==> config.mk <==
export PLATFORM = sky130hd
export DESIGN_NAME = if_fetch_queue
export DESIGN_NICKNAME = d
export VERILOG_FILES = /design/src/rtl/if_pkg.sv /design/src/rtl/if_fetch_queue_chk.sv /design/src/rtl/if_fifo.sv /design/src/rtl/if_fetch_queue.sv
export SDC_FILE = /design/constraint.sdc
export NUM_CORES = 1
export LEC_CHECK = 0
export ABC_AREA = 0
export CELL_PAD_IN_SITES_DETAIL_PLACEMENT = 1
export CELL_PAD_IN_SITES_GLOBAL_PLACEMENT = 2
export CORE_MARGIN = 2
export CORE_UTILIZATION = 39
export CTS_CLUSTER_DIAMETER = 60
export CTS_CLUSTER_SIZE = 12
export DETAILED_ROUTE_END_ITERATION = 10
export GPL_TIMING_DRIVEN = 1
export HOLD_SLACK_MARGIN = 0.05
export PLACE_DENSITY = 0.76
export SYNTH_ARGS = -nofsm -noshare
export SYNTH_HDL_FRONTEND = slang
export SYNTH_SLANG_ARGS = --single-unit
==> constraint.sdc <==
create_clock -name clk -period 4.7 [get_ports clk]
set_input_delay 0.94 -clock clk [delete_from_list [all_inputs] [get_ports clk]]
set_output_delay 0.94 -clock clk [all_outputs]
set_load 0.02 [all_outputs]
==> src/rtl/if_pkg.sv <==
// Shared definitions for the SimpleMIPS instruction-fetch stage.
// Contents:
//   IF_RESET_PC    default fetch address after reset
//   IF_PC_INC      byte distance between consecutive instruction words
//   fetch_entry_t  {instr, pc} record held in the fetch queue (default widths)
package if_pkg;

  localparam logic [31:0] IF_RESET_PC      = 32'h0000_3000;
  localparam int unsigned IF_PC_INC        = 32'd4;
  localparam int unsigned IF_ENTRY_ADDR_W  = 32'd32;
  localparam int unsigned IF_ENTRY_INSTR_W = 32'd32;

  typedef struct packed {
    logic [IF_ENTRY_INSTR_W-1:0] instr;
    logic [IF_ENTRY_ADDR_W-1:0]  pc;
  } fetch_entry_t;

endpackage

==> src/rtl/if_fetch_queue_chk.sv <==
// Invariant checker for the fetch stage credit and drop accounting.
// Ports (all inputs):
//   clk, rst         clock and reset (checks disabled while reset is high)
//   q_count          fetch queue occupancy
//   outst            live requests in flight
//   drop_cnt         stale responses still to be discarded
//   imem_resp_valid  memory response strobe
//   q_push, q_full   queue write strobe and full flag
module if_fetch_queue_chk #(
  parameter int QDEPTH    = 4,
  parameter int MAX_OUTST = 2
) (
  input logic                          clk,
  input logic                          rst,
  input logic [$clog2(QDEPTH):0]       q_count,
  input logic [$clog2(QDEPTH):0]       outst,
  input logic [$clog2(MAX_OUTST):0]    drop_cnt,
  input logic                          imem_resp_valid,
  input logic                          q_push,
  input logic                          q_full
);

  localparam int CW = $clog2(QDEPTH) + 1;
  localparam int DW = $clog2(MAX_OUTST) + 1;
  localparam int TW = CW + 1;

  logic [TW-1:0] inflight_s;
  logic [TW-1:0] occ_s;

  // Sums used by several properties.
  always_comb begin
    inflight_s = TW'(outst) + TW'(drop_cnt);
    occ_s      = TW'(q_count) + TW'(outst);
  end

  a_resp_expected: assert property (@(posedge clk) disable iff (rst)
    imem_resp_valid |-> (inflight_s != '0));

  a_no_push_full: assert property (@(posedge clk) disable iff (rst)
    !(q_push && q_full));

  a_outst_max: assert property (@(posedge clk) disable iff (rst)
    outst <= CW'(MAX_OUTST));

  a_drop_max: assert property (@(posedge clk) disable iff (rst)
    drop_cnt <= DW'(MAX_OUTST));

  a_occ_max: assert property (@(posedge clk) disable iff (rst)
    occ_s <= TW'(QDEPTH));

endmodule

==> src/rtl/if_fifo.sv <==
// Parametrised synchronous first-word-fall-through FIFO.
// Ports:
//   clk, rst     clock, asynchronous active-high reset
//   push, wdata  write request and data (ignored when full)
//   pop          consume head (ignored when empty)
//   flush        empty the FIFO; takes priority over push and pop
//   rdata        head entry, valid whenever empty is low
//   count        number of stored entries (0..DEPTH)
//   empty, full  status flags derived from count
module if_fifo #(
  parameter int W     = 64,
  parameter int DEPTH = 4
) (
  input  logic                   clk,
  input  logic                   rst,
  input  logic                   push,
  input  logic [W-1:0]           wdata,
  input  logic                   pop,
  input  logic                   flush,
  output logic [W-1:0]           rdata,
  output logic [$clog2(DEPTH):0] count,
  output logic                   empty,
  output logic                   full
);

  localparam int AW = $clog2(DEPTH);

  logic [W-1:0]  mem_r [DEPTH];
  logic [AW-1:0] rd_ptr_r;
  logic [AW-1:0] wr_ptr_r;
  logic [AW:0]   count_r;
  logic          do_push_s;
  logic          do_pop_s;

  // Qualify requests against the current fill level.
  always_comb begin
    do_push_s = push && (count_r != (AW+1)'(DEPTH));
    do_pop_s  = pop && (count_r != '0);
  end

  // Storage array; contents need no reset because count gates visibility.
  always_ff @(posedge clk) begin
    if (do_push_s) begin
      mem_r[wr_ptr_r] <= wdata;
    end
  end

  // Pointer and occupancy bookkeeping; DEPTH is a power of two so pointers wrap freely.
  always_ff @(posedge clk or posedge rst) begin
    if (rst) begin
      rd_ptr_r <= '0;
      wr_ptr_r <= '0;
      count_r  <= '0;
    end else if (flush) begin
      rd_ptr_r <= '0;
      wr_ptr_r <= '0;
      count_r  <= '0;
    end else begin
      if (do_push_s) begin
        wr_ptr_r <= wr_ptr_r + AW'(1);
      end
      if (do_pop_s) begin
        rd_ptr_r <= rd_ptr_r + AW'(1);
      end
      case ({do_push_s, do_pop_s})
        2'b10:   count_r <= count_r + (AW+1)'(1);
        2'b01:   count_r <= count_r - (AW+1)'(1);
        default: count_r <= count_r;
      endcase
    end
  end

  assign rdata = mem_r[rd_ptr_r];
  assign count = count_r;
  assign empty = (count_r == '0);
  assign full  = (count_r == (AW+1)'(DEPTH));

endmodule

==> src/rtl/if_fetch_queue.sv <==
// Instruction-fetch stage with a variable-latency request/response memory
// port, several fetches in flight and an FWFT fetch queue feeding ID.
// Ports:
//   clk, rst                        clock, asynchronous active-high reset
//   redirect, redirect_pc           flush and restart fetch (pc bits [1:0] ignored)
//   imem_req_valid/ready/addr       fetch request handshake, word-aligned address
//   imem_resp_valid/data            in-order read data from memory
//   out_valid/ready                 queue head handshake towards ID
//   out_instr, out_pc, out_npc      head instruction, its pc and pc+4
module if_fetch_queue
  import if_pkg::*;
#(
  parameter int                ADDR_W    = 32,
  parameter int                INSTR_W   = 32,
  parameter int                QDEPTH    = 4,
  parameter int                MAX_OUTST = 2,
  parameter logic [ADDR_W-1:0] RESET_PC  = ADDR_W'(IF_RESET_PC)
) (
  input  logic               clk,
  input  logic               rst,
  input  logic               redirect,
  input  logic [ADDR_W-1:0]  redirect_pc,
  output logic               imem_req_valid,
  input  logic               imem_req_ready,
  output logic [ADDR_W-1:0]  imem_req_addr,
  input  logic               imem_resp_valid,
  input  logic [INSTR_W-1:0] imem_resp_data,
  output logic               out_valid,
  input  logic               out_ready,
  output logic [INSTR_W-1:0] out_instr,
  output logic [ADDR_W-1:0]  out_pc,
  output logic [ADDR_W-1:0]  out_npc
);

  localparam int CW = $clog2(QDEPTH) + 1;
  localparam int DW = $clog2(MAX_OUTST) + 1;
  localparam int TW = CW + 1;
  localparam int EW = INSTR_W + ADDR_W;
  localparam logic [ADDR_W-1:0] PC_INC = ADDR_W'(IF_PC_INC);

  logic [ADDR_W-1:0] fetch_pc_r;
  logic [ADDR_W-1:0] resp_pc_r;
  logic [CW-1:0]     outst_r;
  logic [DW-1:0]     drop_cnt_r;

  logic [ADDR_W-1:0] redirect_al_s;
  logic [CW-1:0]     q_count_s;
  logic [TW-1:0]     occ_s;
  logic [TW-1:0]     inflight_s;
  logic [TW-1:0]     drop_next_s;
  logic              issue_s;
  logic              accept_s;
  logic              live_s;
  logic              drop_s;
  logic              pop_s;
  logic              q_empty_s;
  logic              q_full_s;
  logic [EW-1:0]     q_wdata_s;
  logic [EW-1:0]     q_rdata_s;

  // Issue, credit and response classification.
  always_comb begin
    redirect_al_s = redirect_pc & ~ADDR_W'(3);
    // Queue slots are reserved by live requests, so count+outst bounds issue.
    occ_s         = TW'(q_count_s) + TW'(outst_r);
    // Stale requests still occupy memory-side slots until their data returns.
    inflight_s    = TW'(outst_r) + TW'(drop_cnt_r);
    if (!rst && !redirect && (occ_s < TW'(QDEPTH)) && (inflight_s < TW'(MAX_OUTST))) begin
      issue_s = 1'b1;
    end else begin
      issue_s = 1'b0;
    end
    accept_s = issue_s && imem_req_ready;
    // A response in a redirect cycle is stale by definition and folded into drop_next_s.
    live_s   = imem_resp_valid && !redirect && (drop_cnt_r == '0) && (outst_r != '0);
    drop_s   = imem_resp_valid && !redirect && (drop_cnt_r != '0);
    if (imem_resp_valid && (inflight_s != '0)) begin
      drop_next_s = inflight_s - TW'(1);
    end else begin
      drop_next_s = inflight_s;
    end
    pop_s     = !q_empty_s && out_ready;
    q_wdata_s = {imem_resp_data, resp_pc_r};
  end

  // Fetch/response pc tracking and in-flight accounting; redirect has priority.
  always_ff @(posedge clk or posedge rst) begin
    if (rst) begin
      fetch_pc_r <= RESET_PC;
      resp_pc_r  <= RESET_PC;
      outst_r    <= '0;
      drop_cnt_r <= '0;
    end else if (redirect) begin
      fetch_pc_r <= redirect_al_s;
      resp_pc_r  <= redirect_al_s;
      outst_r    <= '0;
      drop_cnt_r <= DW'(drop_next_s);
    end else begin
      if (accept_s) begin
        fetch_pc_r <= fetch_pc_r + PC_INC;
      end
      if (live_s) begin
        resp_pc_r <= resp_pc_r + PC_INC;
      end
      case ({accept_s, live_s})
        2'b10:   outst_r <= outst_r + CW'(1);
        2'b01:   outst_r <= outst_r - CW'(1);
        default: outst_r <= outst_r;
      endcase
      if (drop_s) begin
        drop_cnt_r <= drop_cnt_r - DW'(1);
      end
    end
  end

  if_fifo #(
    .W     (EW),
    .DEPTH (QDEPTH)
  ) u_fifo (
    .clk   (clk),
    .rst   (rst),
    .push  (live_s),
    .wdata (q_wdata_s),
    .pop   (pop_s),
    .flush (redirect),
    .rdata (q_rdata_s),
    .count (q_count_s),
    .empty (q_empty_s),
    .full  (q_full_s)
  );

  if_fetch_queue_chk #(
    .QDEPTH    (QDEPTH),
    .MAX_OUTST (MAX_OUTST)
  ) u_chk (
    .clk             (clk),
    .rst             (rst),
    .q_count         (q_count_s),
    .outst           (outst_r),
    .drop_cnt        (drop_cnt_r),
    .imem_resp_valid (imem_resp_valid),
    .q_push          (live_s),
    .q_full          (q_full_s)
  );

  assign imem_req_valid = issue_s;
  assign imem_req_addr  = fetch_pc_r;
  assign out_valid      = !q_empty_s;
  assign out_instr      = q_rdata_s[EW-1:ADDR_W];
  assign out_pc         = q_rdata_s[ADDR_W-1:0];
  assign out_npc        = q_rdata_s[ADDR_W-1:0] + PC_INC;

endmodule

==> results.txt <==
power per standard cell area = 472 mW/mm^2
Final setup viols = 0
syn avg cell area = 15.3 um^2
hold buffer count at cts = 0
Top FF cell, synth = edfxtp_1
die width = 193 um
Avg WL per Cell = 22.0 um
clk slew on worst S/H paths = 0.06 ns
final hold viol count = 0
n_diodes = 0
worst path arrival time = 3.54 ns
final setup TNS = 0 ns
Final GP Congestion = 0.744
footprint of the multi-input gates = 0.00437 mm^2
clk buf depth = 3
Worst Tran Pin Value = 0.989 ns
RSZ-0062 raised after global routing = no
final WL = 35.0 mm
Synth cell types = 62
skew final = 0.0144 ns
dpl ws = 0.531 ns
number of port buffers = 191
hpwl dp = 23.4 mm
crit path kind = reg -> out
top-count cell post-synth = edfxtp_1
Synth Instances = 909
CP max FO = 12
Commonest cells post-synth = edfxtp_1, nand2_1, dfrtp_1
total grt overflow = 0
# DRC = 0
Worst Setup Start Kind = flop
Yosys warning count = 0
Post-synth ARST share = 0.225
CTS tree = done
top cells by area, synth = edfxtp_1, dfrtp_1, mux4_2, nand2_1, mux4_1
Syn-to-layout area delta = 25.0%
Worst Setup End Kind = primary output
antenna-violating nets left = 0
top-area cell type share of the netlist area = 0.535
max_slew headroom = 0.341
Via Count = 8743
share of layout cells above drive strength 1 = 0.127
Nets = 1203
number of global-route vias before repair = 9277
initial antenna violation count = 0
Root Buffer Master = clkbuf_16
core area = 0.0354 mm^2
Starting Density = 0.393
row cnt = 69
sequential area share after synthesis = 0.665
Clock H-tree levels = 2
I/O pin cnt = 200
Vias/cell = 5.49
worst setup margin = 0.223 ns
initial DRC count = 422
fill count = 3468
post-synth top area cell = edfxtp_1
Seq. cell area = 0.00926 mm^2
DR pass1 iterations = 5
pin count of the biggest net entering global routing = 73
FF+latch count, synth = 320
TritonCTS Buffers = 34
number of flops mapped to enable cells by yosys = 248
Die Ht = 193 um
Tmin final = 4.48 ns
Critical Path RT = 3.76 ns
leakage = 5.95 nW
cell area after synthesis = 0.0139 mm^2
die area = 0.0372 mm^2
gr usage total = 0.192
Final Cycle Share = 0.953
CTS sink count = 320
Max IR drop VDD = 0.000273 V
FMAX = 223 MHz
first-pass GRT wire length = 54.8 mm
Max Cap Viol = 0
Slew Limit Fails = 0
Worst Hold Class = reg -> reg
clk_lat worst skew = 0.52 ns
status = finished clean
-- placed cells by master (no fill, tap or decap), types with 31 or more instances in the layout --
master,n
o311ai_0,31
nor2_1,48
dfrtp_1,66
o21ai_0,49
nand2_1,80
clkdlybuf4s50_1,190
mux4_2,51
clkbuf_16,34
edfxtp_1,248
nand3_1,43
-- routing by layer --
layer,vias up,global-route usage,routed length (um)
met5,-,0,0
met4,0,0.0350,421
met3,37,0.0355,2140
met2,246,0.307,16000
met1,4492,0.277,16500
li1,3968,-,-
-- power by group --
| part | leakage, nW | switching, mW | internal, mW |
|---|---|---|---|
| clock network | 0.497 | 1.07 | 1.45 |
| logic | 2.34 | 1.17 | 1.06 |
| registers | 3.11 | 0.226 | 3.24 |
-- through the flow --
stage               instances   util  power, mW  cell area, um^2  hold WS (ns)
floorplan                 914      -       4.80            13900         0.475
global placement         1541  0.463       5.72            16400         0.546
detailed placement       1541  0.463       5.77            16400         0.565
CTS                      1593  0.492       8.32            17400         0.574
global route             1593  0.492       8.61            17400         0.593
finish                   1593  0.492       8.22            17400         0.567
-- final timing paths --
kind	depth (start not counted)	from	slack (ns)	endpoint
hold / removal	0	resp_pc_r[18]$_DFFE_PP0N_	0.57	u_fifo.mem_r[2][18]$_DFFE_PP_
min in group asynchronous	3	rst	1.06	drop_cnt_r[1]$_DFFE_PP0P_
setup / recovery	8	u_fifo.rd_ptr_r[0]$_DFFE_PP0P_	0.22	out_npc[30]
max in group asynchronous	3	rst	2.90	u_fifo.rd_ptr_r[0]$_DFFE_PP0P_
setup reg to reg	12	outst_r[0]$_DFFE_PP0P_	1.19	outst_r[2]$_DFFE_PP0P_
hold reg to reg	0	resp_pc_r[18]$_DFFE_PP0N_	0.57	u_fifo.mem_r[2][18]$_DFFE_PP_
-- critical path: stages, from the launching register on --
cell and delay (ns):
dfrtp_4 0.56, buf_4 0.31, mux4_2 0.61, and3_1 0.25
and2_1 0.23, nand3_2 0.16, nor2_1 0.08, xnor2_1 0.15
clkdlybuf4s50_1 0.67
-- sequential cells by signal (all words and copies together) (netlist names) --
name and count:
u_fifo.wr_ptr_r 2, imem_req_addr 30, u_fifo.rd_ptr_r 2, resp_pc_r 30, outst_r 3, u_fifo.count 3, u_fifo.mem_r 248, drop_cnt_r 2
-- area by class of cell --
type | count | area share
Timing Repair Buffer | 211 | 0.121
Tap cell | 461 | 0.0331
Clock inverter | 10 | 0.00704
Clock buffer | 41 | 0.0510
Sequential cell | 320 | 0.532
Inverter | 20 | 0.00431
Multi-Input combinational cell | 530 | 0.251
-- repair_timing --
action / CTS / global route
gates resized for setup: 0 / 1
setup endpoints to repair: 1 / 2
buffers inserted: 1 / 0
hold endpoints to repair: 0 / 0
-- cells by family after synthesis --
group,share of synthesized area
flops,0.665
simple gates,0.0968
compound gates,0.0661
mux,0.106
buf+inv,0.0235
xor+xnor,0.0264
fa+ha+maj,0.0160
other cells,0.000269
Note: power is estimated with default switching activity, not from simulation.
